$ cat src/rtl/axi_lite_ram_ctrl.sv
// AXI4-Lite slave front-end for the slot RAM: decodes byte addresses into slots and
// sequences independent write and read channels onto the RAM's native ports.
module axi_lite_ram_ctrl #(
    parameter int NUM_SLOTS        = 6,
    parameter int DATA_WIDTH_BYTES = 4,
    parameter int AXI_ADDR_WIDTH   = 32,
    localparam int SLOT_BITS       = (NUM_SLOTS > 1) ? $clog2(NUM_SLOTS) : 1,
    localparam int DATA_BITS       = DATA_WIDTH_BYTES * 8,
    localparam int OFFS            = $clog2(DATA_WIDTH_BYTES)
) (
    input  logic                        clk,
    input  logic                        rst,

    input  logic [AXI_ADDR_WIDTH-1:0]   s_awaddr,
    input  logic                        s_awvalid,
    output logic                        s_awready,
    input  logic [DATA_BITS-1:0]        s_wdata,
    input  logic [DATA_WIDTH_BYTES-1:0] s_wstrb,
    input  logic                        s_wvalid,
    output logic                        s_wready,
    output logic [1:0]                  s_bresp,
    output logic                        s_bvalid,
    input  logic                        s_bready,

    input  logic [AXI_ADDR_WIDTH-1:0]   s_araddr,
    input  logic                        s_arvalid,
    output logic                        s_arready,
    output logic [DATA_BITS-1:0]        s_rdata,
    output logic [1:0]                  s_rresp,
    output logic                        s_rvalid,
    input  logic                        s_rready,

    output logic                        ram_w_en,
    output logic [SLOT_BITS-1:0]        ram_w_addr,
    output logic [DATA_BITS-1:0]        ram_w_data,
    output logic [DATA_WIDTH_BYTES-1:0] ram_w_strb,
    output logic                        ram_r_en,
    output logic [SLOT_BITS-1:0]        ram_r_addr,
    input  logic [DATA_BITS-1:0]        ram_r_data
);

    localparam logic [1:0] RESP_OKAY   = 2'b00;
    localparam logic [1:0] RESP_SLVERR = 2'b10;

    typedef enum logic [1:0] {W_IDLE, W_WRITE, W_RESP} w_state_t;
    typedef enum logic [1:0] {R_IDLE, R_READ, R_RESP} r_state_t;

    w_state_t w_state;
    r_state_t r_state;

    // Range check uses the whole shifted address so aliasing high bits are rejected.
    function automatic logic in_range(input logic [AXI_ADDR_WIDTH-1:0] addr);
        logic [AXI_ADDR_WIDTH-1:0] slot;
        slot = addr >> OFFS;
        return slot < AXI_ADDR_WIDTH'(NUM_SLOTS);
    endfunction

    logic                        aw_vld_p0;
    logic                        w_vld_p0;
    logic                        aw_oor_p0;
    logic [SLOT_BITS-1:0]        aw_slot_p0;
    logic [DATA_BITS-1:0]        w_data_p0;
    logic [DATA_WIDTH_BYTES-1:0] w_strb_p0;
    logic                        r_oor_p0;
    logic [SLOT_BITS-1:0]        ar_slot_p0;

    logic aw_hs;
    logic w_hs;
    logic ar_hs;

    assign s_awready = !rst && (w_state == W_IDLE) && !aw_vld_p0;
    assign s_wready  = !rst && (w_state == W_IDLE) && !w_vld_p0;
    assign s_arready = !rst && (r_state == R_IDLE);

    assign aw_hs = s_awvalid && s_awready;
    assign w_hs  = s_wvalid && s_wready;
    assign ar_hs = s_arvalid && s_arready;

    assign ram_w_addr = aw_slot_p0;
    assign ram_w_data = w_data_p0;
    assign ram_w_strb = w_strb_p0;
    assign ram_r_addr = ar_slot_p0;

    // Capture stage: payload registers load only on their handshake.
    always_ff @(posedge clk) begin
        if (aw_hs) begin
            aw_slot_p0 <= s_awaddr[OFFS +: SLOT_BITS];
            aw_oor_p0  <= !in_range(s_awaddr);
        end
        if (w_hs) begin
            w_data_p0 <= s_wdata;
            w_strb_p0 <= s_wstrb;
        end
        if (ar_hs) begin
            ar_slot_p0 <= s_araddr[OFFS +: SLOT_BITS];
            r_oor_p0   <= !in_range(s_araddr);
        end
    end

    always_ff @(posedge clk) begin
        if (rst) begin
            w_state   <= W_IDLE;
            aw_vld_p0 <= 1'b0;
            w_vld_p0  <= 1'b0;
            ram_w_en  <= 1'b0;
            s_bvalid  <= 1'b0;
            s_bresp   <= RESP_OKAY;
        end else begin
            ram_w_en <= 1'b0;
            case (w_state)
                W_IDLE: begin
                    if (aw_hs) aw_vld_p0 <= 1'b1;
                    if (w_hs)  w_vld_p0  <= 1'b1;
                    if ((aw_vld_p0 || aw_hs) && (w_vld_p0 || w_hs)) begin
                        w_state  <= W_WRITE;
                        ram_w_en <= aw_hs ? in_range(s_awaddr) : !aw_oor_p0;
                    end
                end
                W_WRITE: begin
                    s_bresp  <= aw_oor_p0 ? RESP_SLVERR : RESP_OKAY;
                    s_bvalid <= 1'b1;
                    w_state  <= W_RESP;
                end
                W_RESP: begin
                    if (s_bready) begin
                        s_bvalid  <= 1'b0;
                        aw_vld_p0 <= 1'b0;
                        w_vld_p0  <= 1'b0;
                        w_state   <= W_IDLE;
                    end
                end
                default: w_state <= W_IDLE;
            endcase
        end
    end

    // Read stage: RAM data is combinational, so it is sampled at the edge ending R_READ,
    // which also makes a coinciding same-slot write invisible to this read.
    always_ff @(posedge clk) begin
        if (rst) begin
            r_state  <= R_IDLE;
            ram_r_en <= 1'b0;
            s_rvalid <= 1'b0;
            s_rresp  <= RESP_OKAY;
            s_rdata  <= '0;
        end else begin
            case (r_state)
                R_IDLE: begin
                    if (ar_hs) begin
                        r_state  <= R_READ;
                        ram_r_en <= in_range(s_araddr);
                    end
                end
                R_READ: begin
                    ram_r_en <= 1'b0;
                    s_rdata  <= r_oor_p0 ? '0 : ram_r_data;
                    s_rresp  <= r_oor_p0 ? RESP_SLVERR : RESP_OKAY;
                    s_rvalid <= 1'b1;
                    r_state  <= R_RESP;
                end
                R_RESP: begin
                    if (s_rready) begin
                        s_rvalid <= 1'b0;
                        r_state  <= R_IDLE;
                    end
                end
                default: r_state <= R_IDLE;
            endcase
        end
    end

endmodule

$ cat config.mk
export PLATFORM = sky130hd
export DESIGN_NAME = axi_lite_ram_ctrl
export DESIGN_NICKNAME = d
export VERILOG_FILES = /design/src/rtl/axi_lite_ram_ctrl.sv
export SDC_FILE = /design/constraint.sdc
export NUM_CORES = 1
export LEC_CHECK = 0
export CORE_MARGIN = 2
export CORE_UTILIZATION = 33
export DETAILED_ROUTE_END_ITERATION = 7
export HOLD_SLACK_MARGIN = 0.12
export PLACE_DENSITY = 0.81
export SETUP_SLACK_MARGIN = 0.05
export SYNTH_ARGS = -nofsm -noshare
export SYNTH_HDL_FRONTEND = slang
export SYNTH_SLANG_ARGS = --single-unit
$ cat constraint.sdc
create_clock -name clk -period 2.39 [get_ports clk]
set_input_delay 0.478 -clock clk [delete_from_list [all_inputs] [get_ports clk]]
set_output_delay 0.478 -clock clk [all_outputs]
set_load 0.005 [all_outputs]
==> results.md, run 1 <==
* Number of synthesized register bits at 88
* Worst skew pair latency at about 0.34 ns
* Utilization after layout at 0.629
* Grt ovf at 0
* R2R Setup Slk at between 0.7 and 0.8 ns
* Starting Density at 0.338
* Setup TNS at 0 ns
* Cell variety after synth at 31
* Clk buf depth at 2
* GPL Wtd Cong at 0.758
* Hold Crit Class: reg2reg
* Drt first pass iters at 5
* Worst path required time at 1.91 ns
* Cts hold-fix bufs at 0
* Setup bufs post-CTS at 0
* Clock skew at about 0.0070 ns
* Core ar. at 0.00868 mm²
* Synthesized cell area at approximately 0.0029 mm²
* Reg2reg end: ram_w_data[10]
* Top FF cell, synth: edfxtp_1
* Routed vias at approximately 2,500
* Worst-path cell chain: clkdlybuf4s50_1, buf_4, nor3_2, clkdlybuf4s50_1
* Max-cap violations at 0
* CP Launch Type: input pin
* Crit path DAT at 1.77 ns
* Crit path max-delay family: buffers and inverters
* RSZ-0062 raised after global routing: no
* Die width at between 90 and 100 µm
* Vias per Instance at around 4.7
* Worst Reg-to-Reg Cells at 4
* Top Ports at between 200 and 250
* Area delta synth->final at 86.1%
* H-tree levels at 3
* Synth warnings at 0
* P_leak at between 1.5 and 2 nW
* Worst r2r src: w_state[0]
* Syn_area_per_cell at between 10 and 15 µm²
* EDFF count, synth at 44
* Initial antenna violation count at 0
* Global-route wire length before repair at roughly 13,000 µm
* Synth Instances at 199
* DR iter-0 viols at 65
* Post-Layout Inst Area at roughly 0.0055 mm²
* Fin crit period at between 2 and 2.5 ns
* TritonCTS Buffers at 9
* Root buffer cell: clkbuf_8
* Routed wire length at 8160 µm
* PD cells at between 500 and 600 mW/mm²
* CTS clk-pin slew, worst paths at about 0.080 ns
* Max Transition Viols Final at 0
* Hold EP: s_bresp[1]
* Maximum VDD drop at around 350 µV
* Final period util at 0.940
* I/O Buffers at approximately 220
* Critical path's largest stage delay at roughly 0.54 ns
* Placed inst area at around 0.0053 mm²
* Fill cell count at 698
* Hold Crit Start: s_bresp[1]
* Largest net degree at the start of global routing at 37
* Number of antenna repair diodes at 0
* Vias in the first global route at about 2,600
* Final ANT Viol Nets at 0
* DRC violations left at 0
* CTS sink cnt at 88
* Most Frequent Cell on Critical Path: clkdlybuf4s50_1
* CP max FO at 11
* Hold path cells at 2
* Critical path buffers and inverters at 3
* Kind of capture point of the worst setup path: primary output
* Rows at 34
* Fmax at ~0.45 GHz
* Final Hold Vio Count at 0
* CTS tree: yes
* Flip-flop and latch area at ~0.0022 mm²
* Multi-input gate area at 687 µm²
* GR Util All Layers at 0.169
* Final setup fails at 0
* Detailed placement HPWL at about 6400 µm
* Critical path's slowest cell: clkdlybuf4s50_1
* Drt wl/cell at between 15 and 20 µm
* Status: finished, final reports clean
* Power after layout at about 0.0031 W
* Seq/Total Area, Yosys at 0.750
* Full die area at 0.00966 mm²
* Share of layout cells above drive strength 1 at 0.0559
* Nets at around 560
* Class of the most critical setup path: in2out
* Die height at 98.3 µm
* Asr flop ratio synth at 0
## per-layer routing
metal	up-vias	global-route usage	wire length, µm
li1	1211	-	-
met1	1170	0.186	3110
met2	127	0.303	4230
met3	8	0.0558	705
met4	0	0.0632	110
met5	-	0	0
## worst reg2reg max path, stage by stage (launching register included)
cell     delay, ns
dfxtp_1       0.37
or3_1         0.44
nor2_1        0.13
and2_1        0.18
buf_12        0.22
## through the flow
| stage | hold slack, ns | worst slack, ns | instances |
|---|---|---|---|
| after floorplan | 0.453 | 0.0897 | 200 |
| after global placement | 0.454 | -0.0127 | 521 |
| after detailed placement | 0.462 | -0.000230 | 521 |
| after CTS | 0.475 | 0.123 | 537 |
| after global routing | 0.507 | 0.0763 | 537 |
| final | 0.479 | 0.144 | 537 |
## logic make-up after synthesis
logic type / after synthesis / synth area share
buffers and inverters: 12 / 0.0209
flip-flops: 88 / 0.750
multiplexers: 1 / 0.00341
AND/OR/NAND/NOR: 49 / 0.0980
other: 1 / 0.00128
AO/OA/AOI/OAI: 48 / 0.126
## synth_stat cells, drive strengths merged (2+ instances only)
cell type,number,area share
a21oi,9,0.015
and4,2,0.0060
edfxtp,44,0.45
nor2b,6,0.013
nand2,5,0.0064
nor2,9,0.012
buf,9,0.017
dfxtp,44,0.30
inv,3,0.0038
o21bai,2,0.0051
nor4,10,0.021
nand4,2,0.0043
o21ai,3,0.0051
or4,2,0.0051
nor3,4,0.0068
a22o,32,0.095
nand2b,2,0.0043
## worst max-delay path by stage
| stage | start | endpoint | slack (ns) | depth (start not counted) |
|---|---|---|---|---|
| final | rst | s_arready | 0.14 | 4 |
| after global placement | rst | s_wready | -0.01 | 4 |
| after CTS | rst | s_arready | 0.12 | 4 |
| after floorplan | rst | ram_w_data[0] | 0.09 | 3 |
| after detailed placement | rst | s_wready | -0.0002 | 4 |
| after global routing | rst | s_arready | 0.08 | 4 |
## report_power, final
| group | leakage (nW) | internal [W] | switching, W |
|---|---|---|---|
| Combinational | 1.11 | 0.000316 | 0.000127 |
| Sequential | 0.759 | 0.00165 | 0.0000300 |
| Clock | 0.0894 | 0.000482 | 0.000527 |
## cell type report
class / count / share of cell area
repair buffers: 222 / 0.409
inverters: 3 / 0.00206
multi-input cells: 100 / 0.126
flip-flops and latches: 88 / 0.403
clock buffers: 9 / 0.0227
well taps: 108 / 0.0247
clock inverters: 7 / 0.0131
## sequential cells by signal, summed over array words and instances (netlist names)
register,cells
ram_w_data,32
s_rdata,32
ram_w_strb,4
ram_r_addr,3
ram_w_addr,3
r_state,2
w_state,2
aw_oor_p0,1
aw_vld_p0,1
r_oor_p0,1
ram_r_en,1
ram_w_en,1
s_bresp,1
s_bvalid,1
s_rresp,1
s_rvalid,1
w_vld_p0,1
## cells in the final DEF, fill, tap and decap left out, types with 2 or more instances in the layout
cell and count:
conb_1 2, buf_4 3, nor2_1 8, o21bai_1 2, nand2_1 5, clkbuf_8 9
a22o_1 32, dlygate4sd2_1 2, nand4_1 2, or4_1 2, nand2b_1 2, dfxtp_1 44
nor2b_1 6, o21ai_0 2, edfxtp_1 44, nor4_1 10, a21oi_1 9, nor3_1 3
buf_12 2, and4_1 2, inv_1 3, clkdlybuf4s50_1 215, clkinvlp_4 2
## timing repair
action                     4_1_cts  5_1_grt
hold endpoints to repair         0        0
setup endpoints to repair        3        0
gates resized for setup          3        0
No activity file was read; power rests on OpenSTA's default activity.
==> inputs of run 2 (changes only) <==
Settings changed: SLEW_MARGIN set to 20.
==> results of run 2 <==
No change in the layout: final DEF, timing and power equal those of run 1.
==> inputs of run 3 (changes only) <==
Settings changed: ABC_CLOCK_PERIOD_IN_PS set to 2390, PLACE_DENSITY 0.81 to not set, PLACE_DENSITY_LB_ADDON set to 0.1, SKIP_CTS_REPAIR_TIMING set to 1.
==> run 3 against run 2 <==
Sequential power about the same. Power down 2.8%. Critical path depth down 1. Via count down 1.2%. Sequential share of layout area is essentially flat. Worst setup slack gained 0.031 ns. Clock power shrank 8%. Die area did not move. Final cell count stayed put. Clock-buffer cell count grew 1. Fmax up 1.4%. Largest power group unchanged.
==> results.md, run 3 (synthesized netlist as in run 1, its figures left out) <==
* Status: finished, final reports clean
* Worst Reg-to-Reg Cells at 4 (unchanged)
* Nets at 563 (unchanged)
* Power after layout at 0.00305 W (-2.8%)
* Fin crit period at 2.21 ns (-0.0315 ns)
* Routed vias at 2,485 (-1.2%)
* Grt ovf at 0 (unchanged)
* Die width at 98.3 µm (unchanged)
* Max-cap violations at 0 (unchanged)
* Final setup fails at 0 (unchanged)
* Critical path buffers and inverters at 1 (-2)
* Layout Cells excl Fill at 537 (unchanged)
* Seq pwr share at 0.552 (+0.016)
* Maximum VDD drop at 261 µV (-26%)
* Hold Crit Class: reg2reg
* H-tree levels at 3 (unchanged)
* Critical path's largest stage delay at 0.50 ns (-0.04 ns)
* Psw at 0.000687 W (+0.38%)
* Detailed placement HPWL at 6360 µm (-1.2%)
* Largest net degree at the start of global routing at 37 (unchanged)
* Drt wl/cell at 14.9 µm (-2.1%)
* Sw frac at 0.225 (+0.00708)
* Worst skew pair latency at 0.35 ns (about the same)
* Setup TNS at 0 ns (unchanged)
* PD cells at 558 mW/mm² (-2.7%)
* Global-route wire length before repair at 12,300 µm (-3.9%)
* Worst path required time at 1.91 ns (about the same)
* DRC violations left at 0 (unchanged)
* Crit path max-delay family: simple AND/OR/NAND/NOR gates
* Fmax at 0.452 GHz (+1.4%)
* Utilization after layout at 0.629 (about the same)
* Fill cell count at 716 (+2.6%)
* Combinational fraction of design power at 0.144 (+0.002)
* Commonest non-fill, non-tap cell in the layout: clkdlybuf4s50_1
* P_leak at 1.96 nW (about the same)
* Final ANT Viol Nets at 0 (unchanged)
* Top Ports at 224 (unchanged)
* Vias per Instance at 4.63 (-1.2%)
* Clock skew at 0.0171 ns (+0.0101 ns)
* Clock power frac at 0.304 (-0.018)
* Placed cell count at 521 (unchanged)
* Flip-flop and latch area at 0.00220 mm² (unchanged)
* Class of the most critical setup path: reg2out
* Hold path cells at 2 (unchanged)
* Core ar. at 0.00868 mm² (unchanged)
* Routed wire length at 7990 µm (-2.1%)
* Vias in the first global route at 2,484 (-2.9%)
* Worst-path cell chain: or3_4, nor2_2, clkdlybuf4s50_1
* CTS sink cnt at 88 (unchanged)
* Initial antenna violation count at 0 (unchanged)
* Number of antenna repair diodes at 0 (unchanged)
* Clk buf depth at 2 (unchanged)
* Full die area at 0.00966 mm² (unchanged)
* CTS clk-pin slew, worst paths at 0.09 ns (about the same)
* Crit path DAT at 1.74 ns (-0.03 ns)
* Area delta synth->final at 85.9% (about the same)
* Most frequent cells in the layout: 216 x clkdlybuf4s50_1, 44 x edfxtp_1, 44 x dfxtp_1
* I/O Buffers at 217 (unchanged)
* Die height at 98.3 µm (unchanged)
* DR iter-0 viols at 49 (-25%)
* RSZ-0062 raised after global routing: no
* Root buffer cell: clkbuf_8
* Share of layout cells above drive strength 1 at 0.0606 (+0.00466)
* Critical path's slowest cell: clkdlybuf4s50_1
* Pint at 0.00236 W (-3.7%)
* TritonCTS Buffers at 9 (unchanged)
* Final period util at 0.927 (-0.0132)
* Starting Density at 0.338 (unchanged)
* Rows at 34 (unchanged)
* CTS tree: yes
* Final Hold Vio Count at 0 (unchanged)
* CP max FO at 8 (-3)
* Kind of capture point of the worst setup path: primary output
* Multi-input gate area at 694 µm² (+1.1%)
* Max Transition Viols Final at 0 (unchanged)
* GPL Wtd Cong at 0.747 (-1.4%)
* CP Launch Type: flop
* Drt first pass iters at 4 (-1)
* Critical path depth at 3 (-1)
* GR Util All Layers at 0.162 (-0.00747)
-- run 3: metrics by stage --
stage	hold WS [ns]	area (µm²)	worst slack [ns]
3_3_place_gp	0.450	5270	-0.0276
6_report	0.464	5460	0.176
2_1_floorplan	0.453	2940	0.0897
4_1_cts	0.468	5440	-0.0522
5_1_grt	0.492	5460	0.0789
3_5_place_dp	0.456	5270	-0.0504
-- run 3: power groups by stage --
stage	Sequential, W	Combinational [W]	Clock [W]
final	0.00168	0.000439	0.000926
after global routing	0.00169	0.000471	0.00103
after CTS	0.00168	0.000443	0.000959
after detailed placement	0.00171	0.000442	0
after global placement	0.00171	0.000435	0
after floorplan	0.00172	0.0000852	0
-- run 3: final cells by class --
cell class / count / share of cell area
timing repair buffer: 222 / 0.410
multi-input combinational: 100 / 0.127
clock buffer: 10 / 0.0234
tap: 108 / 0.0248
sequential: 88 / 0.403
clock inverter: 6 / 0.00917
inverter: 3 / 0.00206
-- run 3: path summary, 6_finish.rpt --
check                                 from             to  slack [ns]
worst max-delay path            w_state[1]       s_wready        0.18
worst min-delay path            s_bresp[1]     s_bresp[1]        0.46
worst max register to register  w_state[1]  ram_w_data[8]        0.79
worst min register to register  s_bresp[1]     s_bresp[1]        0.46
-- run 3: worst min-delay path: cells and delay by family, from the launching register on --
kind | cells | cell delay (ns)
flops | 1 | 0.32
simple gates | 1 | 0.05
compound gates | 1 | 0.05
-- run 3: routing by layer --
layer	global-route usage	up-vias	part of all wire
met4	0.0558	0	0.020
li1	-	1211	-
met1	0.176	1128	0.36
met5	0	-	0
met2	0.280	132	0.51
met3	0.0709	14	0.10
